<file path="src/rtl/demux_route.sv">
`default_nettype none
// ============================================================================
// demux_route : routes one valid/ready input stream to three one-entry output
// channels by priority select (sel1 > sel2 > sel3); unselected words are
// dropped and counted. Optional assertions: define DEMUX_ROUTE_ASSERT_EN.
// Revision: 1.0
// ============================================================================
module demux_route #(
  parameter int WIDTH = 4,
  parameter int CNT_W = 8
) (
  input  logic             clk,
  input  logic             rst_n,
  input  logic [WIDTH-1:0] in_data,
  input  logic             in_valid,
  output logic             in_ready,
  input  logic             sel1,
  input  logic             sel2,
  input  logic             sel3,
  output logic [WIDTH-1:0] op1_data,
  output logic             op1_valid,
  input  logic             op1_ready,
  output logic [WIDTH-1:0] op2_data,
  output logic             op2_valid,
  input  logic             op2_ready,
  output logic [WIDTH-1:0] op3_data,
  output logic             op3_valid,
  input  logic             op3_ready,
  output logic [CNT_W-1:0] drop_cnt
);

  typedef enum logic [0:0] {
    EMPTY = 1'b0,
    FULL  = 1'b1
  } ch_state_e;

  localparam logic [CNT_W-1:0] CNT_MAX = {CNT_W{1'b1}};
  localparam logic [CNT_W-1:0] CNT_ONE = CNT_W'(1);

  logic [2:0]       tgt_oh;
  logic             tgt_none;
  logic [2:0]       ch_ready;
  logic [2:0]       ch_valid;
  logic [2:0]       load;
  logic [WIDTH-1:0] ch_data [3];
  logic [CNT_W-1:0] drop_q;

  assign ch_ready = {op3_ready, op2_ready, op1_ready};

  // Only the highest-priority asserted select survives the decode.
  always_comb begin
    tgt_oh = 3'b000;
    if (sel1)      tgt_oh = 3'b001;
    else if (sel2) tgt_oh = 3'b010;
    else if (sel3) tgt_oh = 3'b100;
  end

  assign tgt_none = (tgt_oh == 3'b000);
  assign in_ready = tgt_none | (|(tgt_oh & (~ch_valid | ch_ready)));
  assign load     = (in_valid && in_ready) ? tgt_oh : 3'b000;

  generate
    for (genvar k = 0; k < 3; k++) begin : g_ch
      ch_state_e        state_q;
      ch_state_e        state_d;
      logic [WIDTH-1:0] data_q;

      always_ff @(posedge clk or negedge rst_n) begin
        if (!rst_n) begin
          state_q <= EMPTY;
          data_q  <= '0;
        end else begin
          state_q <= state_d;
          if (load[k]) data_q <= in_data;
        end
      end

      always_comb begin
        state_d = state_q;
        case (state_q)
          EMPTY:   if (load[k]) state_d = FULL;
          FULL:    if (ch_ready[k] && !load[k]) state_d = EMPTY;
          default: state_d = EMPTY;
        endcase
      end

      assign ch_valid[k] = (state_q == FULL);
      assign ch_data[k]  = data_q;
    end
  endgenerate

  always_ff @(posedge clk or negedge rst_n) begin
    if (!rst_n) begin
      drop_q <= '0;
    end else if (in_valid && tgt_none && (drop_q != CNT_MAX)) begin
      drop_q <= drop_q + CNT_ONE;
    end
  end

  assign op1_data  = ch_data[0];
  assign op2_data  = ch_data[1];
  assign op3_data  = ch_data[2];
  assign op1_valid = ch_valid[0];
  assign op2_valid = ch_valid[1];
  assign op3_valid = ch_valid[2];
  assign drop_cnt  = drop_q;

`ifdef DEMUX_ROUTE_ASSERT_EN
  generate
    for (genvar k = 0; k < 3; k++) begin : g_assert
      a_load_lands: assert property (@(posedge clk) disable iff (!rst_n)
        load[k] |=> ch_valid[k] && (ch_data[k] == $past(in_data)));
      a_hold_stable: assert property (@(posedge clk) disable iff (!rst_n)
        ch_valid[k] && !ch_ready[k] |=> ch_valid[k] && $stable(ch_data[k]));
    end
  endgenerate

  a_one_load: assert property (@(posedge clk) disable iff (!rst_n) $onehot0(load));

  a_drop_inc: assert property (@(posedge clk) disable iff (!rst_n)
    in_valid && tgt_none && (drop_q != CNT_MAX) |=> drop_q == $past(drop_q) + CNT_ONE);
`else
`endif

endmodule
`default_nettype wire

</file>
<file path="config.mk">
export PLATFORM = sky130hd
export DESIGN_NAME = demux_route
export DESIGN_NICKNAME = d
export VERILOG_FILES = /design/src/rtl/demux_route.sv
export SDC_FILE = /design/constraint.sdc
export NUM_CORES = 1
export LEC_CHECK = 0
export BUFFER_PORTS_ARGS = -buffer_cell sky130_fd_sc_hd__buf_2
export CORE_MARGIN = 10
export CORE_UTILIZATION = 45
export CTS_BUF_LIST = sky130_fd_sc_hd__clkbuf_8
export CTS_CLUSTER_DIAMETER = 100
export DETAILED_ROUTE_END_ITERATION = 16
export PLACE_DENSITY = 0.86
export SLEW_MARGIN = 15
export SYNTH_ARGS = -nofsm -noshare
export SYNTH_HDL_FRONTEND = slang
export SYNTH_SLANG_ARGS = --single-unit
</file>
<file path="constraint.sdc">
create_clock -name clk -period 1.51 [get_ports clk]
set_input_delay 0.2265 -clock clk [delete_from_list [all_inputs] [get_ports clk]]
set_output_delay 0.2265 -clock clk [all_outputs]
set_load 0.01 [all_outputs]
</file>
==> run_results.csv <==
group,metric,value,unit
status,outcome,"complete, but fails checks",
status,violations,"negative setup slack",
power,swShare,29.4,%
drt,drt_iter0_drc,28,
synthesis,ys_warn_count,0,
sta,min_period_over_period,107,%
placement,portBuffers,36,
clock_network,clkSinkCount,23,
sta,maxSlewViolCount,0,
finish,area_growth,37.2,%
drt,wl,2320,um
synthesis,synth_edf_count,0,
floorplanning,initial_core_util,46.5,%
global_route,grt_pass1_vias,851,
drt,wl_met2,1150,um
finish,nets,144,
critical_path,crit_required,1280,ps
synthesis,synthesis.area,1020,um^2
clock_network,clockBufferDepth,2,
floorplanning,rows,17,
placement,dpl.hpwl,1860,um
synthesis,synth_most_common_cell,"dfrtp_1",
power,p_int,0.00119,W
floorplanning,boundaryPins,37,
clock_network,cts_made_buffers,3,
critical_path,startpoint_type,"flop",
synthesis,synthTopCellsByCount,"dfrtp_1, mux2_2, nand2_1",
clock_network,root_buffer,"clkbuf_8",
power,combPwrFrac,30.1,%
drt,wl_met3,242,um
placement,gp_congestion,0.868,
min_path,hp-class,"input port to flop",
drt,wl_per_cell,14.8,um
synthesis,syn_nets,92,
power,p_total,0.00169,W
power,ir_drop,986,uV
clock_network,cts.clk_slew.worst_paths,80,ps
drt,drc,0,
sta,max-slew-margin-rel,67.8,%
global_route,grt_usage,10.9,%
synthesis,synth_top_area_share,56.5,%
power,power_frac_clock,21.5,%
synthesis,ys_types,24,
floorplanning,fp.dieW,67.6,um
sta,period_minus_slack,1610,ps
floorplanning,core_area,2190,um^2
drt,vias,789,
sta,rsz0062_at_grt,"true",
floorplanning,dieHeight,67.6,um
synthesis,synthCells,78,
global_route,gr-total-overflow,0,
synthesis,synth_top_area_cell,"dfrtp_1",
power,p_seq_share,48.3,%
sta,finalHoldViolCount,0,
global_route,grt_max_degree,24,
synthesis,ys_top_cells_by_area,"dfrtp_1, mux2_2, mux2_4",
clock_network,htreeDepth,1,
critical_path,crit_fanout,2,
critical_path,critical_path.endpoint_type,"output port",
synthesis,yosysSeqAreaShare,56.5,%
sta,timing_worst_slew_pin_value,483,ps
drt,first_pass_iters,4,
clock_network,cts_tree,"built",
sta,setup-violations-final,5,
sta,fin_ws,-100,ps
critical_path,critPathArrivalTime,1380,ps
clock_network,insertion_delay,250,ps
drt,wl_met1,881,um
drt,top_layer,"met4",
power,p_leak,0.716,nW
drt,via_per_inst,5.03,
floorplanning,die_area,4570,um^2
synthesis,ys_async_sr_fraction,100,%
synthesis,postSynthAreaPerCell,13.1,um^2
drt,drtAntennaViolNets,0,
placement,preCtsSetupSlack,-209,ps
finish,drive_gt1_share,58.1,%
power,switchingPower,0.000498,W
sta,fmax,621,MHz
run,maxCapViolations,0,
global_route,grt_first_pass_wirelength,3880,um
synthesis,ys.flop_type,"dfrtp_1",
finish,post-route-util,63.8,%
sta,holdWs,231,ps
synthesis,ys_ff_latch,23,
global_route,antenna_found_initial,0,
sta,skew,1.06,ps
critical_path,crit_type,"flop to output port",
finish,antenna_cells,0,
power,power_per_cell_area,1210,nW/um^2
==> registers in the layout (all words and copies together), names as in the netlist <==
name	flops
op1_data	4
drop_cnt	8
op2_data	4
op1_valid	1
op3_valid	1
op2_valid	1
op3_data	4
==> layer usage <==
metal / global-route usage, % / up-vias
met1: 11.3 / 375
met3: 4.13 / 4
met4: 4.87 / 0
li1: - / 382
met2: 19.1 / 28
met5: 0 / -
==> cell type report <==
cell class | count | area [um^2]
clock inverters | 1 | 5.00
clock buffers | 3 | 41.3
well taps | 28 | 35.0
fillers | 172 | 793
inverters | 2 | 7.51
repair buffers | 48 | 279
flip-flops and latches | 23 | 576
multi-input cells | 52 | 454
==> worst max-delay path, stage by stage, from the launching register on <==
cell and delay (ps):
dfrtp_1 360, nand3b_1 80, a222oi_1 380, buf_4 180, inv_2 30, buf_6 110
==> cells in the final DEF, fill, tap and decap left out, types with 3 or more instances in the layout <==
cell type  instances
buf_4             11
mux2_4             5
nand2b_1           3
buf_2             35
clkbuf_8           3
a21oi_1            3
mux2_2            10
dfrtp_1           23
nand2_1            8
==> logic make-up after synthesis <==
logic type               Yosys count  synth area share [%]
AND/OR/NAND/NOR                   27                  15.6
multiplexers                      15                  18.1
flip-flops                        23                  56.5
XOR/XNOR                           4                  3.44
buffers and inverters              3                  1.84
AO/OA/AOI/OAI                      5                  3.32
adder cells (fa/ha/maj)            1                  1.23
==> worst paths after layout <==
check / from / endpoint / slack (ps) / depth (start not counted)
min in group asynchronous: rst_n / op2_valid / 460 / 2
worst max-delay path: op3_valid / in_ready / -100 / 5
worst min register to register: op3_data[1] / op3_data[1] / 510 / 1
worst min-delay path: in_data[1] / op3_data[1] / 230 / 2
worst max register to register: op3_valid / op3_data[3] / -20 / 4
max in group asynchronous: rst_n / drop_cnt[1] / 720 / 2
==> what timing repair did <==
| item | CTS | global route |
|---|---|---|
| pin swaps | 1 | 2 |
| resized for setup | 4 | 7 |
| hold buffers | 1 | 0 |
| hold endpoints to repair | 23 | 0 |
| endpoints found under the setup margin | 6 | 11 |
| setup buffers | 4 | 0 |
==> through the flow <==
stage          setup TNS, ps  cell area [um^2]  instances
2_1_floorplan           -231              1020         78
3_3_place_gp            -490              1280        149
3_5_place_dp           -1000              1280        149
4_1_cts                 -474              1380        158
5_1_grt                 -560              1400        157
6_report                -163              1400        157
==> power groups by stage <==
stage | Clock, W | Combinational (W) | Sequential, W
floorplan | 0 | 0.000165 | 0.000899
global placement | 0 | 0.000479 | 0.000822
detailed placement | 0 | 0.000496 | 0.000828
CTS | 0.000375 | 0.000513 | 0.000815
global route | 0.000399 | 0.000570 | 0.000837
finish | 0.000364 | 0.000510 | 0.000818
(Power assumes the default switching activity.)
